## src/rtl/csr_pkg.sv

```systemverilog
// Shared CSR definitions: addresses, mstatus field positions, interrupt causes
// and the trap/MRET sequencer state type.
package csr_pkg;

    localparam logic [11:0] CSR_MSTATUS  = 12'h300;
    localparam logic [11:0] CSR_MIE      = 12'h304;
    localparam logic [11:0] CSR_MTVEC    = 12'h305;
    localparam logic [11:0] CSR_MSCRATCH = 12'h340;
    localparam logic [11:0] CSR_MEPC     = 12'h341;
    localparam logic [11:0] CSR_MCAUSE   = 12'h342;
    localparam logic [11:0] CSR_MTVAL    = 12'h343;
    localparam logic [11:0] CSR_MIP      = 12'h344;

    // mstatus bit positions; MPP occupies [MSTATUS_MPP+1:MSTATUS_MPP]
    localparam int unsigned MSTATUS_MIE  = 3;
    localparam int unsigned MSTATUS_MPIE = 7;
    localparam int unsigned MSTATUS_MPP  = 11;

    localparam int unsigned IRQ_MEI = 11;
    localparam int unsigned IRQ_MSI = 3;
    localparam int unsigned IRQ_MTI = 7;

    localparam logic [1:0] MTVEC_MODE_VECTORED = 2'd1;

    typedef enum logic [2:0] {
        S_IDLE,
        S_T_EPC,
        S_T_CAUSE,
        S_T_TVAL,
        S_T_STATUS,
        S_M_STATUS,
        S_REDIR
    } trap_state_t;

endpackage

```

## src/rtl/csr_irq_sel.sv

```systemverilog
// Machine interrupt pending check and cause priority encoder (MEI > MSI > MTI).
module csr_irq_sel
    import csr_pkg::*;
#(
    parameter int XLEN = 64
) (
    input  logic [XLEN-1:0] mstatus,
    input  logic [XLEN-1:0] mie,
    input  logic [XLEN-1:0] mip,
    output logic            irq,
    output logic [4:0]      code
);

    logic mei, msi, mti;
    logic unused_bits;

    // Only the three machine-level sources and the global enable matter here
    assign unused_bits = &{1'b0, mstatus, mie, mip};

    // Pending/enabled sources, gated by mstatus.MIE, and highest-priority cause
    always_comb begin
        mei  = mie[IRQ_MEI] & mip[IRQ_MEI];
        msi  = mie[IRQ_MSI] & mip[IRQ_MSI];
        mti  = mie[IRQ_MTI] & mip[IRQ_MTI];
        irq  = mstatus[MSTATUS_MIE] & (mei | msi | mti);
        if (mei)
            code = 5'(IRQ_MEI);
        else if (msi)
            code = 5'(IRQ_MSI);
        else
            code = 5'(IRQ_MTI);
    end

endmodule

```

## src/rtl/csr_trap_ctrl.sv

```systemverilog
// Trap-entry / MRET sequencer sharing the CSR file's single write port with
// W-stage CSR instructions; stalls and redirects the pipeline.
module csr_trap_ctrl
    import csr_pkg::*;
#(
    parameter int XLEN   = 64,
    parameter int CSR_AW = 12
) (
    input  logic              clk,
    input  logic              reset,
    input  logic              exc_valid,
    output logic              exc_ready,
    input  logic [4:0]        exc_code,
    input  logic [XLEN-1:0]   exc_pc,
    input  logic [XLEN-1:0]   exc_tval,
    input  logic              mret_valid,
    input  logic              wb_csr_valid,
    output logic              wb_csr_ready,
    input  logic [CSR_AW-1:0] wb_csr_wa,
    input  logic [XLEN-1:0]   wb_csr_wd,
    input  logic [XLEN-1:0]   mstatus_i,
    input  logic [XLEN-1:0]   mie_i,
    input  logic [XLEN-1:0]   mip_i,
    input  logic [XLEN-1:0]   mtvec_i,
    input  logic [XLEN-1:0]   mepc_i,
    output logic              csr_valid,
    output logic [CSR_AW-1:0] csr_wa,
    output logic [XLEN-1:0]   csr_wd,
    output logic              stall,
    output logic              redirect_valid,
    output logic [XLEN-1:0]   redirect_pc
);

    trap_state_t     state;
    logic [4:0]      lat_code;
    logic [XLEN-1:0] lat_pc;
    logic [XLEN-1:0] lat_tval;
    logic [XLEN-1:0] lat_tgt;
    logic            lat_intr;
    logic            lat_mret;

    logic            irq;
    logic [4:0]      irq_code;
    logic            accept;
    logic [XLEN-1:0] mtvec_base;
    logic [XLEN-1:0] trap_tgt;
    logic [XLEN-1:0] st_trap;
    logic [XLEN-1:0] st_mret;

    csr_irq_sel #(.XLEN(XLEN)) u_irq_sel (
        .mstatus (mstatus_i),
        .mie     (mie_i),
        .mip     (mip_i),
        .irq     (irq),
        .code    (irq_code)
    );

    // Handshake and stall: IDLE owns nothing, so the W stage gets the port
    always_comb begin
        accept       = reset && (state == S_IDLE) && (exc_valid || irq || mret_valid);
        exc_ready    = (state == S_IDLE);
        wb_csr_ready = reset && (state == S_IDLE);
        stall        = (state != S_IDLE) || accept;
    end

    // mstatus update values and trap target, all from live CSR reads so a
    // W-stage write granted in the accept cycle is already visible here
    always_comb begin
        st_trap                      = mstatus_i;
        st_trap[MSTATUS_MPIE]        = mstatus_i[MSTATUS_MIE];
        st_trap[MSTATUS_MIE]         = 1'b0;
        st_trap[MSTATUS_MPP +: 2]    = 2'b11;
        st_mret                      = mstatus_i;
        st_mret[MSTATUS_MIE]         = mstatus_i[MSTATUS_MPIE];
        st_mret[MSTATUS_MPIE]        = 1'b1;
        st_mret[MSTATUS_MPP +: 2]    = 2'b11;
        mtvec_base                   = {mtvec_i[XLEN-1:2], 2'b00};
        if ((mtvec_i[1:0] == MTVEC_MODE_VECTORED) && lat_intr)
            trap_tgt = mtvec_base + (XLEN'(lat_code) << 2);
        else
            trap_tgt = mtvec_base;
    end

    // Write-port mux and redirect, selected by sequencer state
    always_comb begin
        csr_valid      = 1'b0;
        csr_wa         = '0;
        csr_wd         = '0;
        redirect_valid = 1'b0;
        redirect_pc    = '0;
        unique case (state)
            S_IDLE: begin
                if (reset) begin
                    csr_valid = wb_csr_valid;
                    csr_wa    = wb_csr_wa;
                    csr_wd    = wb_csr_wd;
                end
            end
            S_T_EPC: begin
                csr_valid = 1'b1;
                csr_wa    = CSR_AW'(CSR_MEPC);
                csr_wd    = {lat_pc[XLEN-1:2], 2'b00};
            end
            S_T_CAUSE: begin
                csr_valid       = 1'b1;
                csr_wa          = CSR_AW'(CSR_MCAUSE);
                csr_wd[XLEN-1]  = lat_intr;
                csr_wd[4:0]     = lat_code;
            end
            S_T_TVAL: begin
                csr_valid = 1'b1;
                csr_wa    = CSR_AW'(CSR_MTVAL);
                csr_wd    = lat_tval;
            end
            S_T_STATUS: begin
                csr_valid = 1'b1;
                csr_wa    = CSR_AW'(CSR_MSTATUS);
                csr_wd    = st_trap;
            end
            S_M_STATUS: begin
                csr_valid = 1'b1;
                csr_wa    = CSR_AW'(CSR_MSTATUS);
                csr_wd    = st_mret;
            end
            S_REDIR: begin
                redirect_valid = 1'b1;
                redirect_pc    = lat_mret ? lat_tgt : trap_tgt;
            end
            default: ;
        endcase
    end

    // Sequencer: accept one event in IDLE, then step one CSR write per cycle
    always_ff @(posedge clk or negedge reset) begin
        if (!reset) begin
            state    <= S_IDLE;
            lat_code <= '0;
            lat_pc   <= '0;
            lat_tval <= '0;
            lat_tgt  <= '0;
            lat_intr <= 1'b0;
            lat_mret <= 1'b0;
        end else begin
            unique case (state)
                S_IDLE: begin
                    if (exc_valid || irq) begin
                        lat_pc   <= exc_pc;
                        lat_intr <= !exc_valid;
                        lat_code <= exc_valid ? exc_code : irq_code;
                        lat_tval <= exc_valid ? exc_tval : '0;
                        lat_mret <= 1'b0;
                        state    <= S_T_EPC;
                    end else if (mret_valid) begin
                        lat_tgt  <= mepc_i;
                        lat_mret <= 1'b1;
                        state    <= S_M_STATUS;
                    end
                end
                S_T_EPC:    state <= S_T_CAUSE;
                S_T_CAUSE:  state <= S_T_TVAL;
                S_T_TVAL:   state <= S_T_STATUS;
                S_T_STATUS: state <= S_REDIR;
                S_M_STATUS: state <= S_REDIR;
                S_REDIR:    state <= S_IDLE;
                default:    state <= S_IDLE;
            endcase
        end
    end

endmodule

```

## config.mk

```make
export PLATFORM = sky130hd
export DESIGN_NAME = csr_trap_ctrl
export DESIGN_NICKNAME = d
export VERILOG_FILES = /design/src/rtl/csr_pkg.sv /design/src/rtl/csr_irq_sel.sv /design/src/rtl/csr_trap_ctrl.sv
export SDC_FILE = /design/constraint.sdc
export NUM_CORES = 1
export LEC_CHECK = 0
export ABC_AREA = 1
export CAP_MARGIN = 10
export CELL_PAD_IN_SITES_DETAIL_PLACEMENT = 1
export CELL_PAD_IN_SITES_GLOBAL_PLACEMENT = 2
export CORE_AREA = 2 2 262 264
export CTS_CLUSTER_DIAMETER = 40
export DETAILED_ROUTE_END_ITERATION = 6
export DIE_AREA = 0 0 264 266
export GPL_TIMING_DRIVEN = 0
export PLACE_DENSITY_LB_ADDON = 0.1
export SYNTH_ARGS = -nofsm -noshare
export SYNTH_HDL_FRONTEND = slang
export SYNTH_SLANG_ARGS = --single-unit
```

## constraint.sdc

```tcl
create_clock -name clk -period 6.1 [get_ports clk]
set_input_delay 1.22 -clock clk [delete_from_list [all_inputs] [get_ports clk]]
set_output_delay 1.22 -clock clk [all_outputs]
set_load 0.01 [all_outputs]
```

Word-level counts from Yosys, hierarchy flattened
Cells that the tools add are included.

Add/subtract/negate cells: 1. Muxes and demuxes: 21. Reduce and logical (&&, ||, !) cells: 15. Bitwise gates (word level): 7. Eq/ne operators: 8.

Operators with widths (number): two-way mux 64 bit (5); case mux 58 bit (5 select lines) (1); adder 64 x 7 -> 64 bit (1); case mux 12 bit (5 select lines) (1); case mux 5 bit (6 select lines) (1); case mux 3 bit (5 select lines) (1); two-way mux 12 bit (1); equality test 3 bit (second input constant) (3); two-way mux 3 bit (3); equality test 3 x 2 -> 1 bit (second input constant) (2); two-way mux 5 bit (1); case mux 1 bit (5 select lines) (1); OR reduction 5 bit (1); AND 1 bit (4); two-way mux 1 bit (4); two-way mux 4 bit (1); AND reduction 2 bit (2); equality test 3 x 1 -> 1 bit (second input constant) (1); logical AND 1 bit (3); logical NOT 3 bit (1); logical OR 1 bit (3); inequality test 3 x 1 -> 1 bit (second input constant) (1); AND reduction 3 bit (1); nonzero test 3 bit (1); 7 further kinds (8).

Bits in registers: 202. Input bits: 534. Logic and storage cells: 59. Output and inout port bits: 145.

Depth between registers and ports, before layout
Word-level depth: 8. Depth in mapped cells: 15. Mapped depth without buffers: 15.

Modules after synthesis
A second synthesis with hierarchy kept.

Cell total of the unflattened synthesis: 1935. Area, all modules: 12674.7 um^2.

By module, submodules not included: csr_trap_ctrl (times used 1, cells each 1920, area each 12594.6 um^2); csr_irq_sel (times used 1, cells each 15, area each 80.1 um^2).

Worst setup path after synthesis
No wires, ideal clock.

Kind: input port to output port. Start: input mtvec_i[2]. End: output redirect_pc[34]. Arrival: 3.006 ns. Path buffers: 0. Required time: 4.880 ns. Setup slack: 1.874 ns. Cell stages on the path: 13. Cell sequence: ha_1 > inv_1 > fa_1 > inv_1 > nand2_1 > nand2_1 > nand3_1 > nand2_2 > nand3_1 > nor2_1 > nand2_1 > or2_0 > a21oi_1.

Longest elaborated chain between the ends: 4.

RTL lines: start: declaration (line csr_trap_ctrl.sv:24) `input logic [XLEN-1:0] mtvec_i,`; adder 64 x 7 -> 64 bit (line csr_trap_ctrl.sv:79) `trap_tgt = mtvec_base + (XLEN'(lat_code) << 2);`; two-way mux 64 bit (line csr_trap_ctrl.sv:78) `if ((mtvec_i[1:0] == MTVEC_MODE_VECTORED) && lat_intr)`; two-way mux 64 bit (line csr_trap_ctrl.sv:127) `redirect_pc = lat_mret ? lat_tgt : trap_tgt;`; two-way mux 64 bit (line csr_trap_ctrl.sv:91) `unique case (state)`; end: declaration (line csr_trap_ctrl.sv:31) `output logic [XLEN-1:0] redirect_pc`.

Every way passes these cells.

Worst setup path after layout
Start: input mtvec_i[2]. End: output redirect_pc[32].

The elaborated chain is that of the path after synthesis.

==> impl_metrics.toml <==
[clock_tree]
h-tree-depth = 4
cts_inserted_buffers = 17
clkTransAtPathRegs_ns = 0.08
cts_root_buf = "clkbuf_16"
clockBufferDepth = 2
hold_buffers = 0
clock_latency_ns = 0.52
tritoncts = "yes"
clkSinkCount = 200

[route]
ant_nets = 0
finalWirelength_um = 79500
drt_first_pass_iters = 5
dr.first_iter.drc_count = 659
vias_per_cell = 4.41
routedWlPerCell_um = 24.5
drcViolationCount = 0
dr_total_vias = 14300

[place]
globalplace.congestion = 0.868
post_dp_cell_area_mm2 = 0.0191
numPortBuffers = 552
dpl.hpwl_um = 64800

[logic_synthesis]
synth_area_mm2 = 0.0125
syn_inst = 1764
synth.net_count = 2304
ys_warn_count = 0
synth-seq-cells = 200
avgSynthCellArea_um2 = 7.06
ys.flop_type = "dfrtp_1"
ys_seq_area_frac = 0.402
synth.distinct_cells = 43
synthArstFlopShare = 1.00
synth_edf_count = 0

[sta]
fin_skew_ns = 0.0170
worstMarginPinSlew_ns = 1.07
max_slew_margin = 0.284
finalCritPeriodShare = 0.957
fmax_ghz = 0.171
drv_slew = 0
period_minus_slack_ns = 5.84
hold_viol = 0
setup_viol = 0

[status]
status = "finished, final reports clean"

[worst_hold_path]
holdPathStages = 2
hold_class = "flop to flop"

[power]
peakVddDrop_v = 0.000165
p_leak_nw = 8.64
finalPower_w = 0.00783
power_density_mw_per_mm2 = 395

[critical_path]
crit_type = "input port to output port"
rr_worst_depth = 6
cp.arrival_ns = 4.62
critPathLaunchType = "input port"
required_ns = 4.88
critPathMaxFanout = 5
end_kind = "output port"

[floorplan]
start_util = 0.184
die_h_um = 266
io-pin-count = 679
fp-row-count = 96
dieWidth_um = 264
core_region_area_mm2 = 0.0677
fp.dieArea_mm2 = 0.0702

[cells_and_area]
drive_gt1_frac = 0.0685
fin_util = 0.292
final_cell_area_mm2 = 0.0198
syn_to_final_growth_pct = 59.1
fin_nets = 2877
final_cell_mix = "635 x nand2_1, 551 x clkdlybuf4s50_1, 200 x dfrtp_1, 183 x inv_1, 170 x nor2_1"
final_common_cell = "nand2_1"

[global_route]
grt_use_total = 0.226
grt_max_degree = 103
grt_overflow_total = 0
antenna_found_initial = 30
grt_pass1_wl_um = 112000
grt_pass1_vias = 15300

[flow_run]
maxCapViolations = 0
-- layer usage --
layer	vias up	track usage	part of all wire
met5	-	0	0.0029
met2	391	0.400	0.50
met3	67	0.0704	0.064
met1	6923	0.269	0.42
li1	6872	-	-
met4	34	0.0425	0.013
-- cell families after synthesis --
| kind of cell | synth area share |
|---|---|
| muxes | 0.0579 |
| xor gates and xnor gates | 0.00352 |
| buffers and inverters | 0.0862 |
| and+or+nand+nor | 0.320 |
| DFF | 0.402 |
| adders and majority gates | 0.00663 |
| AOI/OAI and AO/OA | 0.124 |
-- cell type report --
| cell class | count | area [um2] |
|---|---|---|
| fill | 8184 | 47900 |
| clock buffer | 17 | 425 |
| clock inverter | 15 | 200 |
| sequential | 200 | 5000 |
| inverter | 189 | 709 |
| multi-input combinational | 1293 | 6390 |
| antenna | 10 | 25.0 |
| timing repair buffer | 554 | 5590 |
| buffer | 82 | 364 |
| tap | 882 | 1100 |
-- per-stage QoR --
stage	TNS (ns)	hold slack, ns	std cells	setup slack [ns]
6_report	0	0.476	3242	0.261
5_1_grt	-0.00956	0.478	3235	-0.00956
4_1_cts	0	0.471	3232	0.0457
3_5_place_dp	0	0.460	3200	0.0762
3_3_place_gp	-1772.84	0.454	3198	-7.27
2_1_floorplan	0	0.442	1764	1.87
-- sequential cells by signal, summed over array words and instances (netlist names) --
name / flops
state: 3
lat_intr: 1
lat_code: 5
lat_mret: 1
lat_pc: 62
lat_tval: 64
lat_tgt: 64
-- report_power, final --
| group | leakage, nW | switching (W) | internal [W] | total (W) |
|---|---|---|---|---|
| registers | 2.50 | 0.000334 | 0.00193 | 0.00226 |
| clock network | 0.296 | 0.000711 | 0.000596 | 0.00131 |
| logic | 5.85 | 0.00249 | 0.00177 | 0.00426 |
-- worst paths after layout --
kind / startpoint / endpoint / slack (ns)
setup reg to reg: state[2] / state[2] / 3.62
min in group asynchronous: reset / lat_tgt[15] / 0.50
hold reg to reg: lat_pc[21] / lat_pc[21] / 0.48
hold / removal: lat_pc[21] / lat_pc[21] / 0.48
setup / recovery: mtvec_i[2] / redirect_pc[32] / 0.26
max in group asynchronous: reset / lat_pc[37] / 4.78
-- repair_timing --
item	CTS	global route
resized for setup	0	6
endpoints found under the setup margin	0	10
setup buffers	0	0
-- cells in the mapped netlist, types with 5 or more instances --
cell / count / share of area
ha_1: 5 / 0.0050
nand2_1: 635 / 0.19
a22oi_1: 19 / 0.011
mux2_2: 64 / 0.058
o211ai_1: 19 / 0.011
nor2_1: 174 / 0.052
clkbuf_1: 49 / 0.015
or2_0: 8 / 0.0040
buf_2: 27 / 0.011
o21ai_0: 94 / 0.038
or2_2: 6 / 0.0030
nor2_2: 6 / 0.0030
inv_2: 5 / 0.0015
o2111ai_1: 43 / 0.030
dfrtp_1: 200 / 0.40
nand4_1: 28 / 0.014
a22o_1: 15 / 0.011
buf_4: 6 / 0.0036
nand3_1: 94 / 0.038
a21oi_1: 39 / 0.016
nor3_1: 13 / 0.0052
inv_1: 183 / 0.055
-- worst max-delay path, cell delays in order --
cell and delay (ns):
clkdlybuf4s50_1 0.53, ha_1 0.27, inv_1 0.07, fa_1 0.35, inv_1 0.08, nand2_1 0.07
nand2_1 0.12, nand3_1 0.11, nand2_1 0.11, nand3_1 0.23, nor2_2 0.41, nand2_1 0.15
nand2_1 0.09, nand2_1 0.05, o21ai_0 0.19, inv_1 0.07, clkdlybuf4s50_1 0.50
Power figures use the tool's default switching activity.
